[src/rtl/pipe_hazard_ctrl.sv]
// pipe_hazard_ctrl
// Hazard and forwarding controller for a 5-stage MIPS-style pipeline.
// It keeps a shift-register scoreboard of in-flight destinations behind ID.
// From that scoreboard it produces stall/flush/bubble controls, registered
// EX forward selects, ID write-back bypass flags and saturating performance
// counters.
//
// Ports:
//   clk, rst             clock, synchronous active-high reset
//   id_valid             ID holds a real instruction
//   rs_id, rt_id         ID source registers; use_rs_id/use_rt_id qualify them
//   wn_id                ID destination; regwrite_id / memread_id qualify it
//   redirect             taken branch/jump resolved in stage BR_STAGE
//   en_pc, en_ifid       PC and IF/ID write enables
//   flush_ifid           clear IF/ID to nop
//   bubble_idex          load a nop into ID/EX
//   fwd_a_ex, fwd_b_ex   registered forward selects (k = result of stage k+1)
//   byp_a_id, byp_b_id   ID sources must take rfile_wd (WB-stage match)
//   stall_cnt, flush_cnt saturating event counters
module pipe_hazard_ctrl #(
    parameter int DEPTH    = 3,
    parameter int RADDR_W  = 5,
    parameter int BR_STAGE = 2,
    parameter int FWD_EN   = 1,
    parameter int CNT_W    = 16,
    localparam int FWD_W   = $clog2(DEPTH + 1)
) (
    input  logic               clk,
    input  logic               rst,
    input  logic               id_valid,
    input  logic [RADDR_W-1:0] rs_id,
    input  logic [RADDR_W-1:0] rt_id,
    input  logic               use_rs_id,
    input  logic               use_rt_id,
    input  logic [RADDR_W-1:0] wn_id,
    input  logic               regwrite_id,
    input  logic               memread_id,
    input  logic               redirect,
    output logic               en_pc,
    output logic               en_ifid,
    output logic               flush_ifid,
    output logic               bubble_idex,
    output logic [FWD_W-1:0]   fwd_a_ex,
    output logic [FWD_W-1:0]   fwd_b_ex,
    output logic               byp_a_id,
    output logic               byp_b_id,
    output logic [CNT_W-1:0]   stall_cnt,
    output logic [CNT_W-1:0]   flush_cnt
);

    // Scoreboard: index 1 is the instruction now in EX, DEPTH is WB.
    // Only the EX entry's load flag is ever consulted, so only it is stored.
    logic               sb_v  [1:DEPTH];
    logic               sb_rw [1:DEPTH];
    logic [RADDR_W-1:0] sb_wn [1:DEPTH];
    logic               sb_ld1;

    logic [DEPTH:1]     hit_a;
    logic [DEPTH:1]     hit_b;
    logic               use_a;
    logic               use_b;
    logic               stall;
    logic               advance;
    logic [FWD_W-1:0]   near_a;
    logic [FWD_W-1:0]   near_b;

    assign use_a = id_valid & use_rs_id;
    assign use_b = id_valid & use_rt_id;

    // Register 0 is hard-wired, so a write to it never creates a dependency.
    always_comb begin
        hit_a = '0;
        hit_b = '0;
        for (int k = 1; k <= DEPTH; k++) begin
            hit_a[k] = use_a & sb_v[k] & sb_rw[k] & (sb_wn[k] != '0) & (sb_wn[k] == rs_id);
            hit_b[k] = use_b & sb_v[k] & sb_rw[k] & (sb_wn[k] != '0) & (sb_wn[k] == rt_id);
        end
    end

    generate
        if (FWD_EN != 0) begin : g_fwd
            assign stall = sb_ld1 & (hit_a[1] | hit_b[1]);
        end else begin : g_nofwd
            // WB is excluded: the bypass covers the write-at-edge case.
            assign stall = (|hit_a[DEPTH-1:1]) | (|hit_b[DEPTH-1:1]);
        end
    endgenerate

    // Scan from oldest to youngest so the nearest producer is written last.
    always_comb begin
        near_a = '0;
        near_b = '0;
        for (int k = DEPTH - 1; k >= 1; k--) begin
            if (hit_a[k]) near_a = FWD_W'(k);
            if (hit_b[k]) near_b = FWD_W'(k);
        end
    end

    // A redirect overrides a stall: the stalled instruction is wrong-path.
    assign advance     = ~stall & ~redirect;
    assign en_pc       = redirect | ~stall;
    assign en_ifid     = redirect | ~stall;
    assign flush_ifid  = redirect;
    assign bubble_idex = redirect | stall;
    assign byp_a_id    = hit_a[DEPTH];
    assign byp_b_id    = hit_b[DEPTH];

    always_ff @(posedge clk) begin
        if (rst) begin
            for (int k = 1; k <= DEPTH; k++) sb_v[k] <= 1'b0;
            fwd_a_ex  <= '0;
            fwd_b_ex  <= '0;
            stall_cnt <= '0;
            flush_cnt <= '0;
        end else begin
            sb_v[1] <= id_valid & advance;
            // Entries younger than the branch are wrong-path on a redirect.
            for (int k = 1; k < DEPTH; k++)
                sb_v[k+1] <= sb_v[k] & ~(redirect & (k < BR_STAGE));

            if ((FWD_EN != 0) && advance) begin
                fwd_a_ex <= near_a;
                fwd_b_ex <= near_b;
            end else begin
                fwd_a_ex <= '0;
                fwd_b_ex <= '0;
            end

            if (stall && !redirect && !(&stall_cnt))
                stall_cnt <= stall_cnt + CNT_W'(1);
            if (redirect && !(&flush_cnt))
                flush_cnt <= flush_cnt + CNT_W'(1);
        end
    end

    // Payload fields are qualified by sb_v, so they need no reset.
    always_ff @(posedge clk) begin
        sb_wn[1] <= wn_id;
        sb_rw[1] <= regwrite_id;
        sb_ld1   <= memread_id;
        for (int k = 1; k < DEPTH; k++) begin
            sb_wn[k+1] <= sb_wn[k];
            sb_rw[k+1] <= sb_rw[k];
        end
    end

endmodule

[config.mk]
export PLATFORM = sky130hd
export DESIGN_NAME = pipe_hazard_ctrl
export DESIGN_NICKNAME = d
export VERILOG_FILES = /design/src/rtl/pipe_hazard_ctrl.sv
export SDC_FILE = /design/constraint.sdc
export NUM_CORES = 1
export LEC_CHECK = 0
export ABC_AREA = 1
export BUFFER_PORTS_ARGS = -buffer_cell sky130_fd_sc_hd__buf_4
export CAP_MARGIN = 25
export CORE_ASPECT_RATIO = 0.75
export CORE_UTILIZATION = 30
export DETAILED_ROUTE_END_ITERATION = 8
export MAX_ROUTING_LAYER = met4
export PLACE_DENSITY = 0.49
export SETUP_SLACK_MARGIN = 0.15
export SLEW_MARGIN = 20
export SYNTH_ARGS = -nofsm -noshare
export SYNTH_HDL_FRONTEND = slang
export SYNTH_SLANG_ARGS = --single-unit
[constraint.sdc]
create_clock -name clk -period 4.44 [get_ports clk]
set_clock_uncertainty 0.2 [all_clocks]
set_input_delay 0.222 -clock clk [delete_from_list [all_inputs] [get_ports clk]]
set_output_delay 0.222 -clock clk [all_outputs]
set_load 0.02 [all_outputs]
==> flow_metrics.tcl <==
set metrics [dict create \
    run_status "completed" \
    combPwrFrac_pct 6.3 \
    ys_warn_count 0 \
    die_area_mm2 0.01007 \
    synth_edf_count 0 \
    max-vdd-ir-drop_mv 0.1477 \
    diodes 0 \
    nNetsFinal 511 \
    grt_usage_pct 17.27 \
    dr.first_iter.drc_count 109 \
    cts_buffers 9 \
    tightest_slew_ns 0.8227 \
    finalSetupViolations 0 \
    grt_pass1_wl_um 12550 \
    ys_seq_area_share_pct 40.05 \
    clk_latency_ns 0.33 \
    synth.distinct_cells 33 \
    grt_overflow 0 \
    ys.flop_type "dfxtp_1" \
    wl_per_cell_um 12.45 \
    clockPowerShare_pct 53.9 \
    worst-path-buf-inv 3 \
    crit_chain "dlygate4sd3_1 -> buf_4 -> nand2_1 -> nor2_1 -> nand2_1 -> nor2_1 -> nand2_2 -> nand2_4 -> nand3_4 -> buf_4" \
    drv_slew 0 \
    place_area_mm2 0.003481 \
    areaGrowthSynthToFinish_pct 34.18 \
    min_path_type "input pin to flip-flop" \
    synth_common_cells "89 x nand2_1, 64 x nor2_1, 58 x dfxtp_1" \
    worstSetupEndpointType "output pin" \
    max_freq_ghz 0.4101 \
    synthCells 412 \
    die_h_um 87.14 \
    netlist_area_mm2 0.002899 \
    rsz0062_at_grt "false" \
    synthesis.nets 437 \
    period_share_pct 54.93 \
    postCtsSetupBuffers 0 \
    h-tree-depth 3 \
    path_depth 10 \
    drc 0 \
    vias 2774 \
    internal_power_mw 1.062 \
    hold_violations 0 \
    swShare_pct 22.52 \
    die_w_um 115.5 \
    dp_slack_ns 2.213 \
    p_sw_mw 0.3087 \
    yosysMostFrequentCell "nand2_1" \
    port_buffers 64 \
    path_class "input pin to output pin" \
    pwr-share-seq_pct 39.8 \
    setup.worst_path.end "en_ifid" \
    synth.area.top_cells "dfxtp_1 40%, nand2_1 12%, nor2_1 8.3%" \
    cts_tree "built" \
    crit_start "id_valid" \
    rr_worst_depth 9 \
    cts.path.max_buffers 2 \
    place_congestion 0.8603 \
    utilization_pct 42.30 \
    maxSlewHeadroom_pct 45.10 \
    cp_max_fo 14 \
    clkTransAtPathRegs_ns 0.05 \
    setup_slack_ns 2.001 \
    grt_max_degree 27 \
    yosys.area.top_type "dfxtp_1" \
    dp_hpwl_um 5665 \
    cp_slowest_cell "dlygate4sd3_1" \
    reg2reg_from "flush_cnt[0]$_SDFFE_PP0P_" \
    dr.pass1.iters 4 \
    reg2reg_to "flush_cnt[7]$_SDFFE_PP0P_" \
    p_leak_nw 1.673 \
    core-area_mm2 0.009196 \
    fin_area_mm2 0.003890 \
    cap_violations 0 \
    syn_area_per_cell_um2 7.036 \
    grt_pass1_vias 2499 \
    clock-sinks 58 \
    synthArstFlopShare_pct 0 \
    reg2reg_setup_slack_ns 2.22 \
    antenna_left 0 \
    synth-seq-cells 58 \
    io_pins 65 \
    via_per_inst 4.481 \
    powerDensity_mw_per_mm2 352.5 \
    fin_tns_setup_ns 0 \
    antenna_found_initial 0 \
    drive_gt1_share_pct 19.35 \
    fin_crit_ns 2.439 \
    synth_top_area_share_pct 40.05 \
    crit_family "simple AND/OR/NAND/NOR gates" \
    cp_data_arrival_time_ns 2.02 \
    cpPeakStageDelay_ns 0.53 \
    startpoint_type "input pin" \
    cts_root_buf "clkbuf_16" \
    detail_route.wirelength_um 7709 \
    crit_required_ns 4.02 \
    start_util_pct 31.52 \
    rows 30 \
]
how the worst min path moves through the flow:
| stage | start | end | slack (ns) | cells past startpoint |
|---|---|---|---|---|
| 2_1_floorplan | memread_id | sb_ld1$_DFF_P_ | 0.05 | 0 |
| 3_3_place_gp | wn_id[1] | sb_wn[0][6]$_DFF_P_ | 0.13 | 1 |
| 3_5_place_dp | wn_id[1] | sb_wn[0][6]$_DFF_P_ | 0.13 | 1 |
| 4_1_cts | rs_id[0] | fwd_a_ex[0]$_SDFF_PP0_ | 0.14 | 6 |
| 5_1_grt | rs_id[1] | fwd_a_ex[0]$_SDFF_PP0_ | 0.16 | 6 |
| 6_report | rs_id[0] | fwd_a_ex[0]$_SDFF_PP0_ | 0.14 | 6 |
cells by family after synthesis:
group / count (synthesis) / share of synthesized area [%]
AO/OA/AOI/OAI: 44 / 9.106
XOR/XNOR: 28 / 8.459
adder cells (fa/ha/maj): 2 / 0.8630
buffers and inverters: 67 / 9.409
flip-flops: 58 / 40.05
AND/OR/NAND/NOR: 213 / 32.11
metrics by stage:
stage | hold WS, ns | cells | total power, mW
CTS | 0.1357 | 619 | 1.398
detailed placement | 0.1276 | 594 | 0.6364
finish | 0.1448 | 619 | 1.371
floorplan | 0.04972 | 412 | 0.5999
global route | 0.1565 | 619 | 1.431
global placement | 0.1269 | 594 | 0.6364
placed cells by master, fill, tap and decap left out, types with 2 or more instances in the layout:
cell | synthesis | layout
o21bai_1 | 2 | 2
clkbuf_16 | 0 | 9
nor2_2 | 2 | 2
nand3_1 | 21 | 21
clkinvlp_4 | 0 | 2
clkinv_2 | 0 | 2
nor2_1 | 64 | 64
a31oi_1 | 3 | 3
o21ai_2 | 3 | 3
bufinv_16 | 0 | 2
inv_1 | 55 | 55
nor4_1 | 4 | 4
inv_2 | 2 | 2
nand2_1 | 89 | 89
o21bai_2 | 3 | 3
a21oi_1 | 16 | 16
nand2_2 | 2 | 2
buf_4 | 3 | 64
dfxtp_1 | 58 | 58
ha_1 | 2 | 2
xnor2_1 | 13 | 13
xor2_1 | 15 | 15
nand4_1 | 15 | 15
dlygate4sd3_1 | 0 | 9
o21ai_0 | 15 | 15
nor3_1 | 9 | 9
o21a_1 | 2 | 2
sequential cells by signal (all words and copies together) (netlist names):
name	cells
fwd_a_ex	2
fwd_b_ex	2
sb_wn	15
sb_ld1	1
sb_v	3
stall_cnt	16
flush_cnt	16
sb_rw	3
layout make-up:
type | count | area (um^2)
Fill cell | 958 | 5306
Multi-Input combinational cell | 287 | 1465
Sequential cell | 58 | 1161
Timing Repair Buffer | 73 | 570.5
Clock buffer | 9 | 225.2
Inverter | 57 | 214.0
Tap cell | 128 | 160.2
Clock inverter | 7 | 93.84
per-layer routing:
layer	vias up	part of all wire [%]	routed length [um]	track usage [%]
li1	1456	-	-	-
met1	1251	52	3976	22.97
met2	65	42	3231	24.01
met3	2	6.1	467	6.472
met4	0	0.43	33	5.195
met5	-	0	0	-
power groups by stage:
stage | registers, mW | logic (mW) | clock network [mW]
after floorplan | 0.554 | 0.0456 | 0
after global placement | 0.556 | 0.0800 | 0
after detailed placement | 0.557 | 0.0797 | 0
after CTS | 0.545 | 0.0866 | 0.766
after global routing | 0.547 | 0.0954 | 0.788
final | 0.546 | 0.0861 | 0.739
what timing repair did:
item                      4_1_cts  5_1_grt
resized for setup               0        0
hold endpoints to repair       15        0
hold buffers                    9        0
tightest hold or removal path: stages:
cell and delay, ns:
buf_4 0.11, xnor2_1 0.06, nand2_1 0.05, nor2_1 0.04
nand2_2 0.09, nor2_1 0.05
No activity file was read; power rests on OpenSTA's default activity.
